$ cat config.mk
export PLATFORM = sky130hd
export DESIGN_NAME = mem_access_unit
export DESIGN_NICKNAME = d
export VERILOG_FILES = /design/src/rtl/mem_access_pkg.sv /design/src/rtl/byte_lane_unit.sv /design/src/rtl/mem_access_unit.sv
export SDC_FILE = /design/constraint.sdc
export NUM_CORES = 1
export LEC_CHECK = 0
export CELL_PAD_IN_SITES_DETAIL_PLACEMENT = 1
export CELL_PAD_IN_SITES_GLOBAL_PLACEMENT = 1
export CORE_UTILIZATION = 38
export CTS_BUF_LIST = sky130_fd_sc_hd__clkbuf_2
export DETAILED_ROUTE_END_ITERATION = 7
export PLACE_DENSITY = 0.85
export SYNTH_ARGS = -nofsm -noshare
export SYNTH_HDL_FRONTEND = slang
export SYNTH_SLANG_ARGS = --single-unit
$ cat constraint.sdc
create_clock -name clk -period 2.8 [get_ports clk]
set_input_delay 0.42 -clock clk [delete_from_list [all_inputs] [get_ports clk]]
set_output_delay 0.42 -clock clk [all_outputs]
set_load 0.01 [all_outputs]
$ cat src/rtl/mem_access_pkg.sv
// Shared definitions for the memory access unit: access size encodings and FSM states.
package mem_access_pkg;

    localparam logic [1:0] SIZE_BYTE = 2'b00;
    localparam logic [1:0] SIZE_HALF = 2'b01;
    localparam logic [1:0] SIZE_WORD = 2'b10;

    typedef enum logic [1:0] {
        IDLE = 2'd0,
        RD   = 2'd1,
        WR   = 2'd2,
        RESP = 2'd3
    } state_t;

    // Both 2'b10 and 2'b11 are whole-word accesses.
    function automatic logic isWordSize(input logic [1:0] size);
        return size[1];
    endfunction

endpackage

$ cat src/rtl/byte_lane_unit.sv
// Combinational lane logic: extracts a load lane from a memory word and merges store data
// into a memory word. Byte at offset k lives in bits [31-8k:24-8k] (big-endian lanes).
module byte_lane_unit
    import mem_access_pkg::*;
(
    input  logic [31:0] word,
    input  logic [1:0]  offset,
    input  logic [1:0]  size,
    input  logic        isUnsigned,
    input  logic [31:0] wData,
    output logic [31:0] rData,
    output logic [31:0] mergedWord
);

    logic [7:0]  byteSel;
    logic [15:0] halfSel;

    always_comb begin
        byteSel    = '0;
        halfSel    = offset[1] ? word[15:0] : word[31:16];
        rData      = word;
        mergedWord = wData;

        case (offset)
            2'd0:    byteSel = word[31:24];
            2'd1:    byteSel = word[23:16];
            2'd2:    byteSel = word[15:8];
            default: byteSel = word[7:0];
        endcase

        case (size)
            SIZE_BYTE: begin
                rData      = isUnsigned ? {24'd0, byteSel} : {{24{byteSel[7]}}, byteSel};
                mergedWord = word;
                case (offset)
                    2'd0:    mergedWord[31:24] = wData[7:0];
                    2'd1:    mergedWord[23:16] = wData[7:0];
                    2'd2:    mergedWord[15:8]  = wData[7:0];
                    default: mergedWord[7:0]   = wData[7:0];
                endcase
            end
            SIZE_HALF: begin
                rData      = isUnsigned ? {16'd0, halfSel} : {{16{halfSel[15]}}, halfSel};
                mergedWord = word;
                if (offset[1]) mergedWord[15:0]  = wData[15:0];
                else           mergedWord[31:16] = wData[15:0];
            end
            default: begin
                rData      = word;
                mergedWord = wData;
            end
        endcase
    end

endmodule

$ cat src/rtl/mem_access_unit.sv
// Load/store unit over a word-only-write, combinational-read memory; sub-word stores use
// read-modify-write. Define MISALIGN_TRAP_EN to trap misaligned half/word accesses.
module mem_access_unit
    import mem_access_pkg::*;
(
    input  logic        clk,
    input  logic        rst,
    input  logic        reqValid,
    output logic        reqReady,
    input  logic        reqWrite,
    input  logic [1:0]  reqSize,
    input  logic        reqUnsigned,
    input  logic [31:0] reqAdr,
    input  logic [31:0] reqWData,
    output logic        respValid,
    output logic [31:0] respRData,
    output logic        respErr,
    output logic [31:0] memAdr,
    output logic [31:0] memWriteData,
    output logic        memWrite,
    input  logic [31:0] memReadData
);

    state_t      state;
    logic [1:0]  adrLow;
    logic [1:0]  sizeReg;
    logic        unsReg;
    logic        writeReg;
    logic [31:0] wDataReg;
    logic [31:0] wordReg;
    logic        misalign;
    logic [31:0] laneRData;
    logic [31:0] laneMerged;

`ifdef MISALIGN_TRAP_EN
    always_comb begin
        misalign = ((reqSize == SIZE_HALF) && reqAdr[0]) ||
                   (isWordSize(reqSize) && (reqAdr[1:0] != 2'b00));
    end
`else
    always_comb begin
        misalign = 1'b0;
    end
`endif

    byte_lane_unit uLane (
        .word       (wordReg),
        .offset     (adrLow),
        .size       (sizeReg),
        .isUnsigned (unsReg),
        .wData      (wDataReg),
        .rData      (laneRData),
        .mergedWord (laneMerged)
    );

    assign reqReady = (state == IDLE);
    // Data outputs decode registered state only, so they are stable for the whole cycle.
    assign memWriteData = (state == WR) ? laneMerged : '0;
    assign respRData    = (respValid && !writeReg && !respErr) ? laneRData : '0;

    always_ff @(posedge clk or negedge rst) begin
        if (!rst) begin
            state     <= IDLE;
            adrLow    <= '0;
            sizeReg   <= '0;
            unsReg    <= 1'b0;
            writeReg  <= 1'b0;
            wDataReg  <= '0;
            wordReg   <= '0;
            memAdr    <= '0;
            memWrite  <= 1'b0;
            respValid <= 1'b0;
            respErr   <= 1'b0;
        end else begin
            memWrite  <= 1'b0;
            respValid <= 1'b0;
            respErr   <= 1'b0;
            case (state)
                IDLE: begin
                    if (reqValid) begin
                        adrLow   <= reqAdr[1:0];
                        sizeReg  <= reqSize;
                        unsReg   <= reqUnsigned;
                        writeReg <= reqWrite;
                        wDataReg <= reqWData;
                        if (misalign) begin
                            state     <= RESP;
                            respValid <= 1'b1;
                            respErr   <= 1'b1;
                        end else if (reqWrite && isWordSize(reqSize)) begin
                            state    <= WR;
                            memAdr   <= {reqAdr[31:2], 2'b00};
                            memWrite <= 1'b1;
                        end else begin
                            state  <= RD;
                            memAdr <= {reqAdr[31:2], 2'b00};
                        end
                    end
                end
                RD: begin
                    wordReg <= memReadData;
                    if (writeReg) begin
                        state    <= WR;
                        memWrite <= 1'b1;
                    end else begin
                        state     <= RESP;
                        respValid <= 1'b1;
                        memAdr    <= '0;
                    end
                end
                WR: begin
                    state     <= RESP;
                    respValid <= 1'b1;
                    memAdr    <= '0;
                end
                default: state <= IDLE;
            endcase
        end
    end

endmodule

==> flow_summary_export.csv <==
group,metric,value,unit
synthesis,synth.cell_area,5840,µm²
routing,vias,5701,
routing,viasPerCell,5.76,
clocking,cts_root_buf,"clkbuf_2",
setup_path,path_class,"register to output pin",
floorplan,io_pins,203,
placed_design,post-place-ws,135,ps
finish,syn2layout_area_growth,47.3,%
synthesis,async_reset_ff_frac,1.00,
routing,drtIter0Drc,342,
clocking,cts_tree,"yes",
routing,wl,23100,µm
flow_run,cap_violations,0,
routing,wl_per_cell,23.3,µm
synthesis,synth_compound_area_frac,0.157,
synthesis,synth_top_family_by_area,"multiplexers",
setup_path,cp.arrival,2620,ps
clocking,clk_pin_slew,270,ps
synthesis,yosysWarnings,0,
setup_path,worstPathMaxFanout,5,
placed_design,hpwl,14800,µm
outcome,violations,"negative setup slack",
synthesis,synth_xor_xnor_area_share,0,
setup_path,reg2reg_depth,6,
grt,antenna_found_initial,0,
setup_path,cp-end-kind,"output pin",
synthesis,yosysSeqAreaShare,0.446,
sta,rsz0062_at_grt,"yes",
synthesis,synthTopCellsByArea,"dfrtp_1 (45%), mux2_2 (20%), nand2_1 (5.9%)",
clocking,htree_levels,3,
routing,postRouteAntennaNets,0,
outcome,status,"finished, violations left",
power_and_ir_drop,pwr-share-seq,0.300,
sta,fmax,0.329,GHz
power_and_ir_drop,intPower,5570,µW
synthesis,post_synth.cell_area_avg,10.1,µm²
floorplan,core_area,14800,µm²
grt,grt_usage,0.268,
synthesis,synth_edf_count,0,
synthesis,syn-instance-count,578,
grt,grt_pass1_vias,5880,
sta,hold_violations,0,
finish,postLayoutCoreUtil,0.583,
routing,dr.pass1.iters,4,
floorplan,dieArea,15900,µm²
placed_design,io_buffers,199,
grt,gr-total-overflow,0,
grt,grt_max_degree,68,
power_and_ir_drop,power_per_cell_area,1210,nW/µm²
sta,tightest_slew,565,ps
setup_path,reg2reg_slack,750,ps
finish,antennaDiodeCount,0,
synthesis,yosys.area_share.adder,0.00857,
finish,nets,908,
sta,worst_slew_margin_rel,0.623,
clocking,worst_skew_pair.late_latency,640,ps
sta,fin_skew,30.2,ps
synthesis,ys_types,39,
power_and_ir_drop,swShare,0.463,
sta,hold_slack,281,ps
synthesis,yosys.area_share.simple,0.121,
power_and_ir_drop,comb_power_share,0.638,
routing,drc,0,
setup_path,start_kind,"register",
floorplan,start_util,0.396,
power_and_ir_drop,pwr-share-clk,0.062,
sta,slew_viol_final,0,
power_and_ir_drop,ir_drop,0.496,mV
sta,finalCritPeriodShare,1.09,
synthesis,yosys.area.top_type,"dfrtp_1",
floorplan,die_width,126,µm
finish,drive_above_1_share,0.357,
sta,setup_viol,41,
grt,grt_pass1_wl,32700,µm
synthesis,yosysTopAreaCellShare,0.446,
floorplan,num_rows,44,
floorplan,die_height,126,µm
clocking,numCtsBuffers,9,
synthesis,synthFlopType,"dfrtp_1",
power_and_ir_drop,p_sw,4800,µW
clocking,clock_path_buffers,2,
synthesis,ys_ff_latch,104,
clocking,clock-sinks,104,
setup_path,cp.required,2380,ps
hold_path,hold_path.class,"input pin to asynchronous set/reset pin",
power_and_ir_drop,leakage,0.00390,µW
sta,setup_ws,-240,ps
sta,period_minus_slack,3040,ps
synthesis,synthMuxAreaShare,0.218,
placed_design,gp_congestion,0.921,
cells by family after synthesis:
group	after synthesis
simple gates	155
compound gates	141
mux	114
flops	104
buf+inv	59
fa+ha+maj	4
other cells	1
final cells by class:
class,count,area [µm²]
fillers,1593,6150
clock buffers,10,50.0
flip-flops and latches,104,2610
multi-input cells,417,3260
clock inverters,6,35.0
well taps,184,230
inverters,14,56.3
repair buffers,255,2360
final timing paths:
path,start,end
setup / recovery,sizeReg[0],memWriteData[17]
hold / removal,rst,wordReg[29]
setup reg to reg,state[1],memAdr[5]
hold reg to reg,wDataReg[17],wDataReg[17]
max in group asynchronous,rst,memAdr[28]
min in group clk,memReadData[28],wordReg[28]
registers in the layout, indices dropped and copies added (netlist names):
| signal | cells |
|---|---|
| writeReg | 1 |
| adrLow | 2 |
| wordReg | 32 |
| respValid | 1 |
| wDataReg | 32 |
| sizeReg | 2 |
| unsReg | 1 |
| state | 2 |
| memAdr | 30 |
| memWrite | 1 |
cells in the mapped netlist, types with 2 or more instances:
| library cell | number |
|---|---|
| nand2_1 | 92 |
| a21boi_1 | 6 |
| inv_1 | 14 |
| o21ai_0 | 37 |
| nand2b_1 | 4 |
| ha_1 | 4 |
| a21oi_2 | 8 |
| mux2_2 | 103 |
| nor3_1 | 11 |
| a22o_1 | 8 |
| nor2_1 | 9 |
| o211a_1 | 2 |
| dfrtp_1 | 104 |
| clkbuf_1 | 19 |
| nor2b_1 | 34 |
| buf_6 | 3 |
| a22oi_1 | 14 |
| a21oi_1 | 40 |
| o221ai_1 | 7 |
| buf_1 | 2 |
| a21boi_0 | 10 |
| buf_2 | 13 |
| buf_4 | 8 |
| mux2i_1 | 11 |
worst max-delay path, cell delays in order (launching register included):
cell and delay [ps]:
dfrtp_2 490, buf_4 170, o21bai_1 220, buf_4 210
mux2i_2 280, a21oi_1 120, clkdlybuf4s50_1 500
power groups by stage:
stage | clock network, µW | logic (µW) | registers (µW)
global route | 720 | 7020 | 3180
finish | 641 | 6610 | 3110
global placement | 0 | 5310 | 2990
CTS | 668 | 5890 | 2990
floorplan | 0 | 3420 | 2780
detailed placement | 0 | 5510 | 3050
through the flow:
step	cell area [µm²]	setup TNS [ps]	total power, µW	cells
floorplan	5840	0	6200	580
global placement	8020	0	8300	942
detailed placement	8020	0	8560	942
CTS	8290	-1890	9550	982
global route	8600	-7020	10900	990
finish	8600	-3240	10400	990
placed cells by master (no fill, tap or decap), types with 3 or more instances in the layout:
cell type	synthesis	final
nor3_1	11	4
a21oi_1	40	36
nand2_4	0	7
buf_6	3	21
o21ai_1	1	3
clkbuf_2	0	24
dfrtp_1	104	100
inv_1	14	11
buf_12	0	4
conb_1	1	3
clkdlybuf4s15_2	0	5
nor3_2	0	4
a22o_1	8	8
buf_2	13	25
nor2b_1	34	34
mux2_2	103	99
clkdlybuf4s50_1	0	137
o21ai_0	37	32
a21oi_2	8	9
nor2_1	9	7
buf_4	8	37
mux2i_1	11	8
o221ai_1	7	5
mux2_4	0	4
a21boi_1	6	9
nand2_2	0	4
a21boi_2	0	7
nand2_1	92	81
dfrtp_2	0	4
ha_1	4	3
a21oi_4	1	4
a22oi_1	14	14
nor3_4	0	3
dlymetal6s2s_1	0	6
repair_timing:
action	CTS	global route
resized for setup	217	111
gates cloned	1	1
setup endpoints to repair	64	59
pin swaps	8	23
hold endpoints to repair	37	0
buffers inserted	22	7
hold buffers	1	0
routing by layer:
| layer | share of wire | wire length (µm) | up-vias | track usage |
|---|---|---|---|---|
| li1 | - | - | 2461 | - |
| met1 | 0.38 | 8710 | 2848 | 0.317 |
| met2 | 0.50 | 11500 | 323 | 0.456 |
| met3 | 0.093 | 2140 | 69 | 0.0862 |
| met4 | 0.034 | 784 | 0 | 0.0978 |
| met5 | 0 | 0 | - | 0 |
Note: power is estimated with default switching activity, not from simulation.
